`src/rtl/reg_wb_arbiter.sv`:
```
// Register-file write-port arbiter: loads have priority, ALU writebacks are buffered, and a pending-write scoreboard is kept per register.
// Latency: a write selected in cycle N appears on we/wa/wd after the next posedge; busy is registered and follows the scoreboard counters.
// Backpressure: alu_ready=!fifo_full; ld_ready drops on a WAW match or a forced FIFO drain; issue_ready drops when a counter reaches 3.
//
// Ports:
//   clk, reset                       clock, async active-high reset
//   alu_valid/ready/addr/data        ALU writeback request (buffered)
//   ld_valid/ready/addr/data         load writeback request (priority)
//   issue_valid/ready/addr           decode destination reservation
//   we, wa, wd                       registered register-file write port
//   busy                             per-register pending-write flags
//   fifo_full                        ALU buffer full
module reg_wb_arbiter #(
    parameter int ADDR_WIDTH   = 4,
    parameter int DATA_WIDTH   = 32,
    parameter int FIFO_DEPTH   = 2,
    parameter int STARVE_LIMIT = 4
) (
    input  logic                         clk,
    input  logic                         reset,
    input  logic                         alu_valid,
    output logic                         alu_ready,
    input  logic [ADDR_WIDTH-1:0]        alu_addr,
    input  logic [DATA_WIDTH-1:0]        alu_data,
    input  logic                         ld_valid,
    output logic                         ld_ready,
    input  logic [ADDR_WIDTH-1:0]        ld_addr,
    input  logic [DATA_WIDTH-1:0]        ld_data,
    input  logic                         issue_valid,
    output logic                         issue_ready,
    input  logic [ADDR_WIDTH-1:0]        issue_addr,
    output logic                         we,
    output logic [ADDR_WIDTH-1:0]        wa,
    output logic [DATA_WIDTH-1:0]        wd,
    output logic [(1<<ADDR_WIDTH)-1:0]   busy,
    output logic                         fifo_full
);

    localparam int NREGS = 1 << ADDR_WIDTH;
    localparam int PTR_W = $clog2(FIFO_DEPTH);
    localparam int CNT_W = $clog2(FIFO_DEPTH + 1);
    localparam int SC_W  = $clog2(STARVE_LIMIT + 1);

    // ALU writeback buffer
    logic [ADDR_WIDTH-1:0] f_addr [FIFO_DEPTH];
    logic [DATA_WIDTH-1:0] f_data [FIFO_DEPTH];
    logic [FIFO_DEPTH-1:0] f_vld;
    logic [PTR_W-1:0]      rd_ptr;
    logic [PTR_W-1:0]      wr_ptr;
    logic [CNT_W-1:0]      f_cnt;
    logic [SC_W-1:0]       starve_cnt;

    // Scoreboard
    logic [1:0]            sb_cnt [NREGS];
    logic [1:0]            sb_nxt [NREGS];
    logic [NREGS-1:0]      busy_nxt;

    logic                  fifo_empty;
    logic                  forced;
    logic                  ld_hit;
    logic                  sel_ld;
    logic                  pop;
    logic                  bypass;
    logic                  push;
    logic                  issue_fire;
    logic [ADDR_WIDTH-1:0] wr_addr;
    logic [DATA_WIDTH-1:0] wr_data;

    assign fifo_empty = (f_cnt == '0);
    assign fifo_full  = (f_cnt == CNT_W'(FIFO_DEPTH));
    assign forced     = !fifo_empty && (starve_cnt == SC_W'(STARVE_LIMIT));

    // A load may not overtake a buffered ALU write to the same register.
    always_comb begin
        ld_hit = 1'b0;
        for (int i = 0; i < FIFO_DEPTH; i++) begin
            if (f_vld[i] && (f_addr[i] == ld_addr)) begin
                ld_hit = 1'b1;
            end
        end
    end

    assign alu_ready = !fifo_full;
    assign ld_ready  = !forced && !ld_hit;

    assign sel_ld = ld_valid && ld_ready;
    // The head drains whenever the load does not take the port (forced implies !sel_ld).
    assign pop    = !fifo_empty && !sel_ld;
    assign bypass = fifo_empty && alu_valid && !sel_ld;
    assign push   = alu_valid && alu_ready && !bypass;

    always_comb begin
        wr_addr = ld_addr;
        wr_data = ld_data;
        if (pop) begin
            wr_addr = f_addr[rd_ptr];
            wr_data = f_data[rd_ptr];
        end else if (bypass) begin
            wr_addr = alu_addr;
            wr_data = alu_data;
        end
    end

    // Buffer payload needs no reset; validity lives in f_vld.
    always_ff @(posedge clk) begin
        if (push) begin
            f_addr[wr_ptr] <= alu_addr;
            f_data[wr_ptr] <= alu_data;
        end
    end

    always_ff @(posedge clk or posedge reset) begin
        if (reset) begin
            f_vld      <= '0;
            rd_ptr     <= '0;
            wr_ptr     <= '0;
            f_cnt      <= '0;
            starve_cnt <= '0;
        end else begin
            if (pop) begin
                f_vld[rd_ptr] <= 1'b0;
                rd_ptr        <= rd_ptr + 1'b1;
            end
            if (push) begin
                f_vld[wr_ptr] <= 1'b1;
                wr_ptr        <= wr_ptr + 1'b1;
            end
            case ({push, pop})
                2'b10:   f_cnt <= f_cnt + 1'b1;
                2'b01:   f_cnt <= f_cnt - 1'b1;
                default: f_cnt <= f_cnt;
            endcase
            if (fifo_empty || pop) begin
                starve_cnt <= '0;
            end else if (sel_ld && (starve_cnt != SC_W'(STARVE_LIMIT))) begin
                starve_cnt <= starve_cnt + 1'b1;
            end
        end
    end

    always_ff @(posedge clk or posedge reset) begin
        if (reset) begin
            we <= 1'b0;
            wa <= '0;
            wd <= '0;
        end else begin
            we <= sel_ld || pop || bypass;
            if (sel_ld || pop || bypass) begin
                wa <= wr_addr;
                wd <= wr_data;
            end
        end
    end

    assign issue_ready = (sb_cnt[issue_addr] != 2'd3);
    assign issue_fire  = issue_valid && issue_ready;

    // Reservation and retirement of the same register cancel out.
    always_comb begin
        for (int i = 0; i < NREGS; i++) begin
            sb_nxt[i] = sb_cnt[i];
            if (issue_fire && (issue_addr == ADDR_WIDTH'(i)) && !(we && (wa == ADDR_WIDTH'(i)))) begin
                sb_nxt[i] = sb_cnt[i] + 2'd1;
            end else if (we && (wa == ADDR_WIDTH'(i)) && !(issue_fire && (issue_addr == ADDR_WIDTH'(i)))
                         && (sb_cnt[i] != 2'd0)) begin
                sb_nxt[i] = sb_cnt[i] - 2'd1;
            end
            busy_nxt[i] = (sb_nxt[i] != 2'd0);
        end
    end

    always_ff @(posedge clk or posedge reset) begin
        if (reset) begin
            for (int i = 0; i < NREGS; i++) begin
                sb_cnt[i] <= 2'd0;
            end
            busy <= '0;
        end else begin
            for (int i = 0; i < NREGS; i++) begin
                sb_cnt[i] <= sb_nxt[i];
            end
            busy <= busy_nxt;
        end
    end

`ifndef SYNTHESIS
    // A retirement with no outstanding reservation means decode lost track of a write.
    always @(posedge clk) begin
        if (!reset && we && !(issue_fire && (issue_addr == wa))) begin
            assert (sb_cnt[wa] != 2'd0)
                else $error("reg_wb_arbiter: write to r%0d with no pending reservation", wa);
        end
    end
`endif

endmodule

```
`config.mk`:
```
export PLATFORM = sky130hd
export DESIGN_NAME = reg_wb_arbiter
export DESIGN_NICKNAME = d
export VERILOG_FILES = /design/src/rtl/reg_wb_arbiter.sv
export SDC_FILE = /design/constraint.sdc
export NUM_CORES = 1
export LEC_CHECK = 0
export CORE_MARGIN = 2
export CORE_UTILIZATION = 51
export CTS_BUF_LIST = sky130_fd_sc_hd__clkbuf_8
export CTS_CLUSTER_DIAMETER = 150
export DETAILED_ROUTE_END_ITERATION = 6
export PLACE_DENSITY = 0.79
export SLEW_MARGIN = 20
export SYNTH_ARGS = -nofsm -noshare
export SYNTH_HDL_FRONTEND = slang
export SYNTH_SLANG_ARGS = --single-unit
```
`constraint.sdc`:
```
create_clock -name clk -period 3.4 [get_ports clk]
set_clock_uncertainty 0.05 [all_clocks]
set_input_delay 0.68 -clock clk [delete_from_list [all_inputs] [get_ports clk]]
set_output_delay 0.68 -clock clk [all_outputs]
set_load 0.01 [all_outputs]
```
==> impl_metrics.tcl <==
set metrics [dict create \
    status "finished, final reports clean" \
    ff_latch_area_um2 4520 \
    hold_violations 0 \
    drcViolationCount 0 \
    ys_top_cells_by_area "dfrtp_1 (27%), edfxtp_1 (25%), mux2i_1 (4.9%)" \
    postCtsSetupBuffers 0 \
    grt_pass1_wl_um 32300 \
    ys_seq_area_frac 0.518 \
    required_ns 2.67 \
    core_area_um2 16600 \
    synthesis.area_um2 8720 \
    grt_pass1_vias 6460 \
    gp_congestion 0.905 \
    crit_fanout 3 \
    die_y_um 135 \
    multi_input_area_um2 3920 \
    pre_cts_slack_ns -0.142 \
    syn_avg_cell_area_um2 11.1 \
    first_iter_violations 421 \
    worst_setup_path_end_kind "output port" \
    die_area_um2 18200 \
    post_drt_wl_per_cell_um 17.0 \
    rows 47 \
    holdWs_ns 0.422 \
    dp.cells 1140 \
    synth_cell_types 65 \
    portBuffers 137 \
    antenna_cells 0 \
    switchingPower_mw 3.37 \
    io_pins 138 \
    slew_violations 0 \
    cts_sinks 166 \
    layout_common_cells "clkdlybuf4s50_1 (134), dfrtp_1 (93), edfxtp_1 (72)" \
    synth_top_cell_area_share 0.270 \
    timing.final.ws_setup_ns 0.319 \
    grt_start_max_net_pins 76 \
    fin_crit_ns 3.08 \
    crit_path_top_delay_cell "clkdlybuf4s50_1" \
    m1WireLength_um 9050 \
    path_clk_slew_ns 0.08 \
    fill_cells 1323 \
    area_growth_pct 25.2 \
    p_clk_frac 0.166 \
    drive_above_1_share 0.116 \
    ctsRootBufferMaster "clkbuf_8" \
    drv_cap 0 \
    met2_length_um 9540 \
    cp_cell_sequence "clkdlybuf4s50_1 -> xor2_1 -> nor4_1 -> nor2_1 -> clkdlybuf4s50_1" \
    cts_hold_buffers 0 \
    ys_warn_count 0 \
    cts_buffers 17 \
    internal_power_mw 5.54 \
    async_flop_share 0.566 \
    antenna_found_initial 0 \
    cp.arrival_ns 2.35 \
    vias 6590 \
    crit_top_cell "clkdlybuf4s50_1" \
    crit_family "buffers and inverters" \
    clockBufferDepth 2 \
    track_usage 0.228 \
    yosys.area.top_type "dfrtp_1" \
    wl_met3_um 1060 \
    insertion_delay_ns 0.46 \
    min_period_over_period 0.906 \
    cp-start-kind "input port" \
    cpPeakStageDelay_ns 0.56 \
    initial_utilization 0.524 \
    ys.flop_type "dfrtp_1" \
    drt_wl_total_um 20000 \
    cts_max_level 4 \
    slew_headroom 0.383 \
    worst_pin_slew_ns 0.925 \
    layout_commonest_cell "clkdlybuf4s50_1" \
    path_class "in2out" \
    nets 1039 \
    swShare 0.378 \
    firstDrtPassIters 5 \
    ys_seq_elements 166 \
    power_density_nw_per_um2 816 \
    grt_setup_unrepaired "no" \
    die_x_um 135 \
    grt-ovfl-total 0 \
    synth_edf_count 72 \
    ant_nets 0 \
    vdd_drop_max_mv 0.485 \
    viasPerCell 5.62 \
    power_frac_comb 0.446 \
    synth_nets 889 \
    worstHoldPathType "reg2reg" \
    fmax_mhz 325 \
    synthCells 789 \
    p_leak_nw 4.25 \
    cts_tree "done" \
    dp_hpwl_um 14200 \
    highest_layer "met4" \
    path_buf_inv 2 \
    report.final.setup_viol 0 \
    fin_cells 1172 \
    p_total_mw 8.91 \
    p_seq_frac 0.387 \
]
[Yosys cell counts (5+ instances only)]
cell type / instances
mux2i_1: 43
nand3b_1: 5
nor2b_1: 49
xnor2_1: 26
nand3_1: 19
and3b_1: 5
o211ai_1: 7
ha_1: 19
nor2_1: 32
and2_1: 7
dfrtp_1: 94
or3_1: 10
nor4_1: 8
nand2_1: 40
inv_1: 45
o21a_1: 8
a211oi_1: 39
o21ai_0: 37
mux2_2: 34
nand2b_1: 6
buf_2: 9
nor3_1: 11
a22oi_1: 6
o31ai_1: 7
clkbuf_1: 22
and3_1: 6
a21oi_1: 48
edfxtp_1: 72
[sequential cells by signal (all words and copies together), names as in the netlist, 3 cells and up]
name	cells
f_data	64
wd	32
wa	4
f_addr	8
starve_cnt	3
sb_cnt	32
busy	16
[layout make-up]
type,count,area share
Sequential cell,166,0.414
Multi-Input combinational cell,542,0.359
Timing Repair Buffer,166,0.149
Tap cell,220,0.0252
Clock buffer,17,0.0214
Clock inverter,15,0.0163
Inverter,46,0.0160
[what timing repair did]
item	in CTS	in global routing
endpoints found under the hold margin	0	0
resized for setup	1	1
endpoints found under the setup margin	1	1
[layer usage]
layer / up-vias / GRT usage
met1: 3166 / 0.312
li1: 3215 / -
met4: 0 / 0.0731
met5: - / 0
met3: 27 / 0.0413
met2: 182 / 0.371
[cell families (layout without fill, tap and decap cells)]
family | after synthesis | in the layout | synth area share
and+or+nand+nor | 220 | 220 | 0.141
AOI/OAI and AO/OA | 192 | 192 | 0.146
DFF | 166 | 166 | 0.518
muxes | 82 | 82 | 0.102
buffers and inverters | 81 | 244 | 0.0366
xor gates and xnor gates | 29 | 29 | 0.0291
adders and majority gates | 19 | 19 | 0.0273
[through the flow]
| stage | area [um^2] | TNS [ns] | util |
|---|---|---|---|
| 6_report | 10900 | 0 | 0.656 |
| 5_1_grt | 10900 | 0 | 0.656 |
| 4_1_cts | 10900 | 0 | 0.656 |
| 3_5_place_dp | 10500 | -0.142 | 0.631 |
| 3_3_place_gp | 10500 | -0.169 | 0.631 |
| 2_1_floorplan | 8720 | -2.38 | - |
[power by group through the flow]
stage	clock, mW	sequential, mW	combinational [mW]
final	1.48	3.45	3.97
after global routing	1.61	3.55	4.41
after CTS	1.51	3.44	4.00
after detailed placement	0	3.47	3.98
after global placement	0	3.46	3.87
after floorplan	0	3.40	2.51
[worst paths after layout]
kind	start	endpoint	slack (ns)	cells after the start
worst max register to register	f_addr[1][1]	f_cnt[1]	1.14	9
worst min-delay path	starve_cnt[0]	starve_cnt[0]	0.42	1
worst min register to register	starve_cnt[0]	starve_cnt[0]	0.42	1
max in group asynchronous	reset	wd[16]	2.06	3
worst max-delay path	ld_addr[3]	ld_ready	0.32	5
min in group asynchronous	reset	sb_cnt[18]	0.62	2
(Power assumes the default switching activity.)
